## config.mk

```make
export PLATFORM = sky130hd
export DESIGN_NAME = aud_speed_dsp
export DESIGN_NICKNAME = d
export VERILOG_FILES = /design/src/rtl/aud_pkg.sv /design/src/rtl/aud_div_unit.sv /design/src/rtl/aud_speed_dsp.sv
export SDC_FILE = /design/constraint.sdc
export NUM_CORES = 1
export LEC_CHECK = 0
export CAP_MARGIN = 20
export CORE_MARGIN = 2
export CORE_UTILIZATION = 40
export CTS_CLUSTER_SIZE = 30
export DETAILED_ROUTE_END_ITERATION = 8
export PLACE_DENSITY_LB_ADDON = 0.3
export RECOVER_POWER = 50
export SLEW_MARGIN = 0
export SYNTH_ARGS = -nofsm -noshare
export SYNTH_HDL_FRONTEND = slang
export SYNTH_HIERARCHICAL = 1
export SYNTH_SLANG_ARGS = --single-unit
```

## constraint.sdc

```tcl
create_clock -name i_clk -period 6.9 [get_ports i_clk]
set_input_delay 1.38 -clock i_clk [delete_from_list [all_inputs] [get_ports i_clk]]
set_output_delay 1.38 -clock i_clk [all_outputs]
set_load 0.02 [all_outputs]
```

## src/rtl/aud_pkg.sv

```systemverilog
// Shared types for the playback speed DSP: mode/state enums, speed limit, speed clamp.
// Combinational helpers only; no latency and no flow control.
package aud_pkg;

    localparam int MAX_SPEED = 8;

    typedef enum logic [1:0] {
        NORMAL      = 2'd0,
        FAST        = 2'd1,
        SLOW_HOLD   = 2'd2,
        SLOW_INTERP = 2'd3
    } aud_mode_e;

    typedef enum logic [2:0] {
        S_IDLE,
        S_WAIT,
        S_FETCH0,
        S_FETCH1,
        S_CALC,
        S_HOLD,
        S_PAUSE
    } dsp_state_e;

    // A factor of 0 means 1x; anything above the limit saturates to it.
    function automatic logic [3:0] clamp_speed(input logic [3:0] spd, input logic [3:0] max_spd);
        if (spd == 4'd0)
            return 4'd1;
        else if (spd > max_spd)
            return max_spd;
        return spd;
    endfunction

endpackage

```

## src/rtl/aud_div_unit.sv

```systemverilog
// Sequential restoring divider: signed W-bit dividend by unsigned 4-bit divisor, truncating toward zero.
// Latency W+1 clk from i_go to the o_valid pulse; i_go while busy restarts the division.
module aud_div_unit #(
    parameter int W = 21
) (
    input  logic         i_clk,
    input  logic         i_rst,
    input  logic         i_go,
    input  logic [W-1:0] i_dividend,
    input  logic [3:0]   i_divisor,
    output logic         o_busy,
    output logic         o_valid,
    output logic [W-1:0] o_quotient
);

    logic [W-1:0] quot;
    logic [3:0]   rem;
    logic [3:0]   dvs;
    logic [4:0]   cnt;
    logic         neg;
    logic [4:0]   shifted;
    logic [5:0]   trial;

    // Remainder stays below the divisor, so four bits hold it between steps.
    assign shifted = {rem, quot[W-1]};
    assign trial   = {1'b0, shifted} - {2'b00, dvs};

    always_ff @(posedge i_clk) begin
        if (i_rst) begin
            quot       <= '0;
            rem        <= '0;
            dvs        <= '0;
            cnt        <= '0;
            neg        <= 1'b0;
            o_busy     <= 1'b0;
            o_valid    <= 1'b0;
            o_quotient <= '0;
        end else begin
            o_valid <= 1'b0;
            if (i_go) begin
                quot   <= i_dividend[W-1] ? -i_dividend : i_dividend;
                rem    <= '0;
                dvs    <= i_divisor;
                neg    <= i_dividend[W-1];
                cnt    <= 5'(W);
                o_busy <= 1'b1;
            end else if (o_busy) begin
                if (cnt != 5'd0) begin
                    if (!trial[5]) begin
                        rem  <= trial[3:0];
                        quot <= {quot[W-2:0], 1'b1};
                    end else begin
                        rem  <= shifted[3:0];
                        quot <= {quot[W-2:0], 1'b0};
                    end
                    cnt <= cnt - 5'd1;
                end else begin
                    o_quotient <= neg ? -quot : quot;
                    o_valid    <= 1'b1;
                    o_busy     <= 1'b0;
                end
            end
        end
    end

endmodule

```

## src/rtl/aud_speed_dsp.sv

```systemverilog
// Playback speed DSP: SRAM fetch, skip/repeat/interp, one sample per LRCK frame (AUD_DSP_INTERP_EN enables interp).
// Sample is ready within the LRCK low phase after a falling edge; no backpressure, pause/stop freeze or rewind.
module aud_speed_dsp #(
    parameter int ADDR_W    = 20,
    parameter int DATA_W    = 16,
    parameter int MAX_SPEED = 8
) (
    input  logic              i_clk,
    input  logic              i_rst,
    input  logic              i_start,
    input  logic              i_pause,
    input  logic              i_stop,
    input  logic [1:0]        i_mode,
    input  logic [3:0]        i_speed,
    input  logic [ADDR_W-1:0] i_end_addr,
    input  logic              i_daclrck,
    input  logic [DATA_W-1:0] i_sram_data,
    output logic [ADDR_W-1:0] o_sram_addr,
    output logic [DATA_W-1:0] o_dac_data,
    output logic              o_en,
    output logic              o_done
);
    import aud_pkg::*;

    localparam int AW1 = ADDR_W + 1;
    localparam int QW  = DATA_W + 5;

    dsp_state_e        state, state_n;
    aud_mode_e         mode_q;
    logic              lrck_q, lrck_fall, play;
    logic              interp_in, interp_q, div_valid;
    logic [ADDR_W-1:0] pos;
    logic [AW1-1:0]    pos_ext;
    logic [3:0]        sub, sub_nx, n_q, n_in;
    logic [DATA_W-1:0] cur, sample, interp_sample;
    logic              past_end;

    assign lrck_fall = lrck_q & ~i_daclrck;
    assign n_in      = clamp_speed(i_speed, 4'(MAX_SPEED));
    assign play      = state inside {S_WAIT, S_FETCH0, S_FETCH1, S_CALC, S_HOLD};
    assign o_en      = play;
    assign past_end  = pos_ext > {1'b0, i_end_addr};

`ifdef AUD_DSP_INTERP_EN
    logic [DATA_W:0] diff;
    logic [QW-1:0]   prod, quot, sum;
    logic            div_busy;

    assign interp_in = (i_mode == SLOW_INTERP);
    assign interp_q  = (mode_q == SLOW_INTERP);
    // Next sample arrives during S_FETCH1; the divider is launched straight from it.
    assign diff = {i_sram_data[DATA_W-1], i_sram_data} - {cur[DATA_W-1], cur};
    assign prod = {{4{diff[DATA_W]}}, diff} * {{(QW-4){1'b0}}, sub};
    assign sum  = quot + {{5{cur[DATA_W-1]}}, cur};

    always_comb begin
        interp_sample = sum[DATA_W-1:0];
        if (sum[QW-1:DATA_W-1] != '0 && sum[QW-1:DATA_W-1] != '1)
            interp_sample = sum[QW-1] ? {1'b1, {(DATA_W-1){1'b0}}} : {1'b0, {(DATA_W-1){1'b1}}};
    end

    aud_div_unit #(.W(QW)) u_div (
        .i_clk      (i_clk),
        .i_rst      (i_rst),
        .i_go       (state == S_FETCH1),
        .i_dividend (prod),
        .i_divisor  (n_q),
        .o_busy     (div_busy),
        .o_valid    (div_valid),
        .o_quotient (quot)
    );
`else
    logic div_busy;
    assign interp_in     = 1'b0;
    assign interp_q      = 1'b0;
    assign div_valid     = 1'b0;
    assign div_busy      = 1'b0;
    assign interp_sample = '0;
`endif

    always_comb begin
        pos_ext = {1'b0, pos} + AW1'(1);
        sub_nx  = sub;
        case (mode_q)
            NORMAL: pos_ext = {1'b0, pos} + AW1'(1);
            FAST:   pos_ext = {1'b0, pos} + AW1'(n_q);
            default: begin
                if (sub + 4'd1 >= n_q) begin
                    sub_nx  = 4'd0;
                    pos_ext = {1'b0, pos} + AW1'(1);
                end else begin
                    sub_nx  = sub + 4'd1;
                    pos_ext = {1'b0, pos};
                end
            end
        endcase
    end

    always_ff @(posedge i_clk) begin
        if (i_rst)
            state <= S_IDLE;
        else
            state <= state_n;
    end

    always_comb begin
        state_n = state;
        if (i_stop)
            state_n = S_IDLE;
        else if (i_pause && play)
            state_n = S_PAUSE;
        else begin
            case (state)
                S_IDLE:   if (i_start) state_n = S_WAIT;
                S_PAUSE:  if (i_start) state_n = S_WAIT;
                S_WAIT:   if (lrck_fall) state_n = S_FETCH0;
                S_FETCH0: state_n = interp_in ? S_FETCH1 : S_CALC;
                S_FETCH1: state_n = S_CALC;
                S_CALC:   if (!interp_q || (div_valid && !div_busy)) state_n = S_HOLD;
                S_HOLD:   state_n = past_end ? S_IDLE : S_WAIT;
                default:  state_n = S_IDLE;
            endcase
        end
    end

    always_ff @(posedge i_clk) begin
        if (i_rst) begin
            lrck_q      <= 1'b0;
            pos         <= '0;
            sub         <= '0;
            n_q         <= 4'd1;
            mode_q      <= NORMAL;
            cur         <= '0;
            sample      <= '0;
            o_sram_addr <= '0;
            o_dac_data  <= '0;
            o_done      <= 1'b0;
        end else begin
            lrck_q <= i_daclrck;
            o_done <= 1'b0;
            if (i_stop) begin
                pos         <= '0;
                sub         <= '0;
                o_sram_addr <= '0;
                o_dac_data  <= '0;
            end else if (i_pause && play) begin
                o_dac_data <= '0;
            end else begin
                case (state)
                    S_IDLE: if (i_start) begin
                        pos <= '0;
                        sub <= '0;
                    end
                    S_WAIT: if (lrck_fall) o_sram_addr <= pos;
                    S_FETCH0: begin
                        cur    <= i_sram_data;
                        mode_q <= aud_mode_e'(i_mode);
                        n_q    <= n_in;
                        // At the last address the neighbour is the sample itself.
                        if (interp_in)
                            o_sram_addr <= (pos == i_end_addr) ? pos : pos + ADDR_W'(1);
                    end
                    S_CALC: begin
                        if (!interp_q)
                            sample <= cur;
                        else if (div_valid)
                            sample <= interp_sample;
                    end
                    S_HOLD: begin
                        o_dac_data <= sample;
                        if (past_end) begin
                            o_done <= 1'b1;
                            pos    <= '0;
                            sub    <= '0;
                        end else begin
                            pos <= pos_ext[ADDR_W-1:0];
                            sub <= sub_nx;
                        end
                    end
                    default: ;
                endcase
            end
        end
    end

endmodule
```

==> flow_summary.toml, run 1 <==
[synth]
syn_avg_cell_area_um2 = 7.90
ys_seq_area_share_pct = 39.6
synth_edf_count = 0
ys_warn_count = 6
ys_ff_latch = 103
synth-async-reset-ratio_pct = 0
syn-num-nets = 738
netlist_instances = 659
ys_types = 61
synth-main-ff-cell = "dfxtp_1"
netlist_area_um2 = 5210

[setup_path]
cp-start-kind = "input pin"
critPathTopFamily = "buffers and inverters"
path_buf_inv = 2
critPathSlowestCell = "or2_0"
crit_end = "pos[6]"
arrival_ns = 5.45
r2r_cells = 16
regToRegSetupSlack_ns = 2.17
crit_path_end_kind = "flop"
crit_path_start = "i_rst"
r2r_start = "sub[2]"
worstPathCellList = "dlygate4sd3_1 -> clkbuf_1 -> or2_0 -> a21oi_1 -> a221o_1"
crit_type = "in -> reg"
reg2reg_to = "pos[6]"
worstPathRequired_ns = 7.14
cp_num_cells = 5
critPathMaxFanout = 41
cpPeakStageDelay_ns = 1.29

[drt]
routedLengthMet1_um = 5980
top_layer_used = "met4"
drtPass1Iterations = 5
route.detailed.drc = 0
drt_iter0_drc = 284
drt_wl_total_um = 12900
wl_met3_um = 629
wl_met2_um = 6040
vias = 4731
avgViaCountPerCell = 5.26
wl_per_cell_um = 14.4
postRouteAntennaNets = 0

[sta]
max_freq_ghz = 0.192
setup_tns_ns = 0
max_slew_margin_pct = -15.0
setup_viol = 0
worstMarginPinSlew_ns = 1.73
slew_viol_final = 68
layout_min_cycle_time_ns = 5.21
rsz0062_at_grt = "false"
skew_ns = 0.00929
fin_crit_sh_pct = 75.5
hold_violations = 0

[placement]
dp_cells = 883
port_buffers = 85
place_hpwl_um = 9670
gp_congestion = 0.905

[clocking]
cts.sinks = 103
htreeDepth = 3
ctsHoldBuffers = 0
clockBufferDepth = 2
cts_setup_buffers = 0
cts_buffers = 9
clk_latency_ns = 0.35
post_cts_resized = 0
cts_tree = "done"
cts-root-buf = "clkbuf_16"
clkTransAtPathRegs_ns = 0.08

[die]
die_w_um = 118
io_pins = 86
row_count = 41
coreArea_um2 = 12700
die-area_um2 = 14000
start_util_pct = 41.1
die_h_um = 118

[finish]
area.sequential_um2 = 2060
fillers = 1212
antenna_cells = 0
final_cells = 900
drive_gt1_share_pct = 5.08
multi_input_area_um2 = 2870
final_nets = 802
syn_to_final_growth_pct = 24.0

[global_routing]
grt_pass1_vias = 4473
overflow = 0
antenna_found_initial = 0
track_usage_pct = 18.6
grt_max_degree = 42
grt_pass1_wl_um = 21300

[pwr]
peakVddDrop_uv = 111
p_leak_nw = 2.48
p_per_area_nw_per_um2 = 184

[outcome]
violations = "capacitance limit, slew limit"
status = "complete, but fails checks"

[job]
cap_violations = 2

[worst_hold_path]
min-delay-path-class = "reg -> reg"
hold_start = "o_dac_data[3]"
==> tightest hold or removal path: cells and delay by family, from the launching register on <==
kind | cells | cell delay, ns
compound gates | 1 | 0.05
flops | 1 | 0.31
simple gates | 1 | 0.05
==> logic make-up after synthesis <==
logic type	count (synthesis)	share of synthesized area, %
and+or+nand+nor	279	24.1
AOI/OAI and AO/OA	159	20.1
DFF	103	39.6
buffers and inverters	68	5.38
adders and majority gates	31	7.59
xor gates and xnor gates	18	3.03
muxes	1	0.216
==> report_power, final <==
part	internal [W]	total, W	leakage [nW]	switching [W]
Sequential	0.000595	0.000598	0.830	0.00000293
Clock	0.000263	0.000523	0.152	0.000260
Combinational	0.0000355	0.0000683	1.50	0.0000329
Total	0.000894	0.00119	2.48	0.000296
==> registers in the layout, indices dropped and copies added (netlist names) <==
register and cells:
mode_q 2, o_dac_data 16, cur 16, state 3
n_q 4, sample 16, o_sram_addr 20, sub 4
o_done 1, lrck_q 1, pos 20
==> cells in the mapped netlist, types with 3 or more instances <==
cell | instances | share of area (%)
inv_1 | 33 | 2.4
and3_1 | 6 | 0.72
nor2b_1 | 7 | 0.84
o21ai_0 | 13 | 1.2
nor3_1 | 9 | 0.86
o211ai_1 | 3 | 0.43
or2_2 | 5 | 0.60
buf_6 | 3 | 0.65
a211oi_1 | 5 | 0.72
xor2_1 | 9 | 1.5
a21o_1 | 5 | 0.72
ha_1 | 30 | 7.2
a22o_1 | 8 | 1.3
o31ai_1 | 3 | 0.43
o21ai_1 | 3 | 0.29
dfxtp_1 | 103 | 40
nand3_1 | 12 | 1.2
a221o_1 | 4 | 0.77
clkbuf_1 | 29 | 2.1
nor4_1 | 8 | 0.96
and2_1 | 3 | 0.36
a21oi_1 | 89 | 8.6
a211o_1 | 3 | 0.50
nand2b_1 | 6 | 0.72
nand4_1 | 4 | 0.48
o21a_1 | 4 | 0.58
nand2_1 | 174 | 13
xnor2_1 | 9 | 1.5
o311ai_1 | 4 | 0.67
nor2_1 | 29 | 2.1
==> per-layer routing <==
layer	vias to the layer above	GRT usage, %
met4	0	6.33
met2	127	31.1
met5	-	0
met3	26	2.96
li1	2398	-
met1	2180	24.2
==> stage by stage <==
stage / hold slack (ns) / setup WS (ns) / util (%) / power [W] / cell area [um2]
6_report: 0.450 / 1.69 / 51.0 / 0.00119 / 6460
3_5_place_dp: 0.444 / 2.23 / 48.5 / 0.000681 / 6140
5_1_grt: 0.473 / 1.37 / 51.0 / 0.00123 / 6460
3_3_place_gp: 0.441 / 2.35 / 48.5 / 0.000680 / 6140
2_1_floorplan: 0.432 / 2.87 / - / 0.000644 / 5210
4_1_cts: 0.449 / 2.20 / 51.0 / 0.00120 / 6460
==> layout by cell type, fill, tap and decap left out, types with 3 or more instances in the layout <==
master             n
inv_6              3
nand2_1          174
o211ai_1           3
xor2_1             9
a211o_1            3
nor2b_1            7
dfxtp_1          103
o31ai_1            3
a211oi_1           5
a21oi_1           89
nor2_1            29
xnor2_1            9
o311ai_1           4
a21o_1             5
nor4_1             7
o21ai_1            3
or2_2              4
ha_1              30
a221o_1            4
nand3_1           12
clkinv_8           3
clkbuf_16          9
inv_1             33
nand2b_1           6
o21ai_0           13
o21a_1             4
nand4_1            4
a22o_1             8
nor3_1             9
and3_1             6
clkdlybuf4s50_1   47
dlygate4sd3_1     38
and2_1             3
==> worst min path at each step <==
stage,end,slack (ns),cells after the start
6_report,o_dac_data[3],0.45,2
5_1_grt,o_dac_data[3],0.47,2
4_1_cts,o_dac_data[13],0.45,2
3_5_place_dp,o_dac_data[13],0.44,2
3_3_place_gp,o_dac_data[12],0.44,2
2_1_floorplan,sample[0],0.43,2
==> final cells by class <==
type | instances | area share, %
clock buffers | 9 | 3.49
clock inverters | 7 | 1.41
well taps | 172 | 3.33
flip-flops and latches | 103 | 31.9
inverters | 33 | 1.92
multi-input cells | 488 | 44.5
repair buffers | 88 | 13.5
(Power assumes the default switching activity.)
==> run 2, diff against run 1 <==
==> constraint.sdc (replaced) <==
create_clock -name i_clk -period 5.07 [get_ports i_clk]
set_input_delay 1.014 -clock i_clk [delete_from_list [all_inputs] [get_ports i_clk]]
set_output_delay 1.014 -clock i_clk [all_outputs]
set_load 0.02 [all_outputs]
==> run 2 against run 1 <==
Net effect: the run still ends with capacitance limit, slew limit left; sequential power is 36% higher; critical path type is now reg -> reg; global-route usage is 0.30 points higher; routed wire length grew 2.2%; clock-buffer cell count stayed put; critical endpoint is now pos[18]; critical path depth grew 12; total power up 36%; cell count rose by 0.22%; via count up 1.0%.
==> flow_summary.toml, run 2 (synthesis gave the netlist of run 1 again) <==
[sta]
layout_setup_ws_ns = 0.345
max_freq_ghz = 0.212
hold_violations = 0
rsz0062_at_grt = "false"
setup_tns_ns = 0
slew_viol_final = 68
worstMarginPinSlew_ns = 1.68
layout_min_cycle_time_ns = 4.72
whs_ns = 0.449
max_slew_margin_pct = -12.1
setup_viol = 0
skew_ns = 0.00780
fin_crit_sh_pct = 93.2

[drt]
wl_per_cell_um = 14.7
drt_wl_total_um = 13200
route.detailed.drc = 0
drtPass1Iterations = 5
postRouteAntennaNets = 0
drt_iter0_drc = 315
vias = 4779
avgViaCountPerCell = 5.30

[global_routing]
track_usage_pct = 18.9
grt_max_degree = 42
met3_usage_pct = 2.76
antenna_found_initial = 0
use_met1_pct = 25.3
overflow = 0
met2_usage_pct = 31.4
grt_pass1_vias = 4413
busiest_layer = "met2"
grt_pass1_wl_um = 21500

[setup_path]
crit_type = "reg -> reg"
arrival_ns = 5.01
cp-start-kind = "flop"
worstPathRequired_ns = 5.36
crit_path_start = "sub[2]"
reg2reg_to = "pos[18]"
critPathMaxFanout = 13
regToRegSetupSlack_ns = 0.35
r2r_cells = 17
crit_path_end_kind = "flop"
r2r_start = "sub[2]"
crit_end = "pos[18]"

[finish]
mostFrequentLayoutCells = "nand2_1 (174), dfxtp_1 (103), a21oi_1 (89)"
final_nets = 804
final_common_cell = "nand2_1"
area.sequential_um2 = 2060
utilization_pct = 51.1
postLayoutCellArea_um2 = 6480
antenna_cells = 0
multi_input_area_um2 = 2880
drive_gt1_share_pct = 5.34
top_regs = "o_sram_addr (20), pos (20)"
syn_to_final_growth_pct = 24.3
fillers = 1242

[die]
die_w_um = 118
row_count = 41
start_util_pct = 41.1
coreArea_um2 = 12700
die_h_um = 118
die-area_um2 = 14000
io_pins = 86

[placement]
pre_cts_ws_ns = 0.399
port_buffers = 85
gp_congestion = 0.905
place_area_um2 = 6140
place_hpwl_um = 9760

[outcome]
status = "complete, but fails checks"
violations = "capacitance limit, slew limit"

[clocking]
cts-root-buf = "clkbuf_16"
htreeDepth = 3
cts.sinks = 103
cts_tree = "done"
ctsHoldBuffers = 0
cts_setup_buffers = 0
post_cts_resized = 0
clockBufferDepth = 2
cts_buffers = 9
clkTransAtPathRegs_ns = 0.08
clk_latency_ns = 0.35

[job]
cap_violations = 2

[worst_hold_path]
whs_path_depth = 2
min-delay-path-class = "reg -> reg"

[pwr]
p_leak_nw = 2.49
p_per_area_nw_per_um2 = 251
peakVddDrop_uv = 141
## run 2: report_power, final
group          internal (W)  switching [W]
clock              0.000358       0.000357
sequential         0.000810     0.00000404
combinational     0.0000488      0.0000455
## run 2: metal layers
layer  vias up  part of all wire [%]
met4         0                   1.3
met5         -                     0
met1      2203                    47
met2       155                    47
met3        17                   4.9
li1       2404                     -
## run 2: worst min path at each step
stage                          end     startpoint
detailed placement      sample[12]        cur[12]
global route         o_dac_data[3]  o_dac_data[3]
floorplan                sample[0]         cur[0]
CTS                 o_dac_data[13]     sample[13]
global placement    o_dac_data[12]     sample[12]
finish              o_dac_data[13]     sample[13]
## run 2: area by class of cell
| type | instances | share of cell area [%] |
|---|---|---|
| clock buffer | 9 | 3.48 |
| multi-input combinational | 489 | 44.5 |
| tap | 172 | 3.32 |
| sequential | 103 | 31.8 |
| clock inverter | 7 | 1.41 |
| inverter | 33 | 1.91 |
| timing repair buffer | 89 | 13.5 |
## run 2: metrics by stage
| stage | total power, W | cells |
|---|---|---|
| CTS | 0.00163 | 899 |
| detailed placement | 0.000927 | 883 |
| global placement | 0.000925 | 883 |
| finish | 0.00162 | 902 |
| global route | 0.00168 | 902 |
| floorplan | 0.000876 | 659 |
## run 2: worst max-delay path: stages (launching register included)
cell,delay [ns]
dfxtp_1,0.43
nand3_1,0.13
xnor2_1,0.24
ha_1,0.29
a21oi_1,0.19
o211ai_1,0.23
and4_4,0.29
o21ai_2,0.31
nor2_1,0.13
xor2_1,0.16
ha_1,0.30
a21oi_2,0.12
nor2_1,0.05
or4_4,0.55
o21ai_1,0.37
o21ai_2,0.27
or4_1,0.53
o21ai_1,0.09
==> run 3, diff against run 2 <==
--- a/config.mk
+++ b/config.mk
@@ -5,7 +5,6 @@
 export SDC_FILE = /design/constraint.sdc
 export NUM_CORES = 1
 export LEC_CHECK = 0
-export CAP_MARGIN = 20
 export CORE_MARGIN = 2
 export CORE_UTILIZATION = 40
 export CTS_CLUSTER_SIZE = 30
==> run 3 against run 2 <==
Net effect: clock skew is 0.00079 ns lower; total power hardly changed; worst setup slack better by 0.014 ns; cell count is 0.22% lower; highest routed layer unchanged; combinational power is 0.7% lower; largest power group unchanged; clock-buffer cell count stayed put; sequential share of layout area is 0.074 points higher; critical path depth stayed put; register-to-register slack hardly changed; the run still ends with capacitance limit, slew limit left; non-clock buffer count is 2 lower; clock power hardly changed.
==> flow_summary.toml, run 3 (synthesis gave the netlist of run 1 again) <==
[clocking]
cts_tree = "done"
cts-root-buf = "clkbuf_16"
clockBufferDepth = 2
post_cts_resized = 0
cts_setup_buffers = 0
cts.sinks = 103
clkTransAtPathRegs_ns = 0.08
cts_buffers = 9
clk_latency_ns = 0.35
htreeDepth = 3

[job]
cap_violations = 1

[worst_hold_path]
whs_endpoint = "o_dac_data[13]"
hold_start = "sample[13]"
min-delay-path-class = "reg -> reg"
whs_path_depth = 2

[setup_path]
cpPeakStageDelay_ns = 0.55
regToRegSetupSlack_ns = 0.36
reg2reg_to = "pos[18]"
critPathSlowestCell = "or4_4"
critPathMaxFanout = 13
crit_path_end_kind = "flop"
worstPathCellList = "nand3_1 -> xnor2_1 -> ha_1 -> a21oi_1 -> o211ai_1 -> and4_4 -> o21ai_2 -> nor2_1 -> xor2_1 -> ha_1 -> a21oi_2 -> nor2_1 -> or4_4 -> o21ai_1 -> o21ai_2 -> or4_1 -> o21ai_1"
critPathTopFamily = "simple AND/OR/NAND/NOR gates"
arrival_ns = 5.00
cp-start-kind = "flop"
worstPathRequired_ns = 5.36
r2r_cells = 17
r2r_start = "sub[2]"
path_buf_inv = 0
crit_type = "reg -> reg"

[drt]
vias = 4750
drt_wl_total_um = 13200
wl_per_cell_um = 14.6
postRouteAntennaNets = 0
avgViaCountPerCell = 5.28
drtPass1Iterations = 5
drt_iter0_drc = 316
route.detailed.drc = 0

[finish]
syn_to_final_growth_pct = 24.0
top_regs = "o_sram_addr (20), pos (20)"
utilization_pct = 51.0
drive_gt1_share_pct = 5.22
antenna_cells = 0
final_common_cell = "nand2_1"
fillers = 1242
mostFrequentLayoutCells = "nand2_1 (174), dfxtp_1 (103), a21oi_1 (89)"
final_nets = 802

[die]
die-area_um2 = 14000
io_pins = 86
die_h_um = 118
coreArea_um2 = 12700
start_util_pct = 41.1
row_count = 41
die_w_um = 118

[sta]
max_slew_margin_pct = -14.7
hold_violations = 0
slew_viol_final = 42
worstMarginPinSlew_ns = 1.72
rsz0062_at_grt = "false"
setup_viol = 0
fin_crit_sh_pct = 92.9
setup_tns_ns = 0
layout_min_cycle_time_ns = 4.71
max_freq_ghz = 0.212
skew_ns = 0.00701

[pwr]
p_leak_nw = 2.48
peakVddDrop_uv = 141
p_per_area_nw_per_um2 = 251

[global_routing]
grt_pass1_wl_um = 21500
overflow = 0
antenna_found_initial = 0
grt_max_degree = 42
track_usage_pct = 18.9
grt_pass1_vias = 4413

[placement]
place_hpwl_um = 9760
port_buffers = 85
gp_congestion = 0.905

[outcome]
status = "complete, but fails checks"
violations = "capacitance limit, slew limit"
## run 3: changes by cell type in the layout (fill, tap and decap cells not counted)
cell / delta
or2_0: -1
or2_2: +1
buf_4: -2
## run 3: tightest hold or removal path, stage by stage (launching register included)
cell,delay (ns)
dfxtp_1,0.31
nand2_1,0.05
a21oi_1,0.05
## run 3: worst max-delay path by stage
stage                      start  slack, ns       to  depth (start not counted)
after global routing      sub[2]       0.04  pos[18]                         17
after CTS                 sub[2]       0.36  pos[11]                         16
final                     sub[2]       0.36  pos[18]                         17
after detailed placement  sub[2]       0.40  pos[11]                         16
after floorplan           sub[0]       1.04  pos[18]                         17
after global placement    sub[0]       0.52  pos[11]                         16
## run 3: per-stage QoR
step / instances / power [W] / area (um2) / hold WS [ns] / setup slack (ns)
floorplan: 659 / 0.000876 / 5210 / 0.432 / 1.04
global placement: 883 / 0.000925 / 6140 / 0.441 / 0.523
detailed placement: 883 / 0.000927 / 6140 / 0.443 / 0.399
CTS: 899 / 0.00163 / 6460 / 0.451 / 0.362
global route: 900 / 0.00168 / 6460 / 0.469 / 0.0401
finish: 900 / 0.00162 / 6460 / 0.450 / 0.360
## run 3: final cells by class
| class | count | area [um2] | area share [%] |
|---|---|---|---|
| Clock buffer | 9 | 225 | 3.49 |
| Clock inverter | 7 | 91.3 | 1.41 |
| Inverter | 33 | 124 | 1.92 |
| Multi-Input combinational cell | 489 | 2880 | 44.6 |
| Sequential cell | 103 | 2060 | 31.9 |
| Tap cell | 172 | 215 | 3.33 |
| Timing Repair Buffer | 87 | 862 | 13.3 |
## run 3: power by group
group	internal (W)	total (W)	switching (W)
combinational	0.0000484	0.0000936	0.0000453
clock	0.000358	0.000717	0.000359
sequential	0.000810	0.000814	0.00000400
total	0.00122	0.00162	0.000408
## run 3: what timing repair did
item	CTS	global route
setup endpoints to repair	0	2
hold buffers	0	0
endpoints found under the hold margin	0	0
## run 3: per-layer routing
metal  vias to the layer above  share of wire [%]  track usage, %
met4                         0                1.1            5.42
met1                      2205                 46            25.3
li1                       2394                  -               -
met5                         -                  0               0
met2                       138                 47            31.4
met3                        13                5.3            2.76
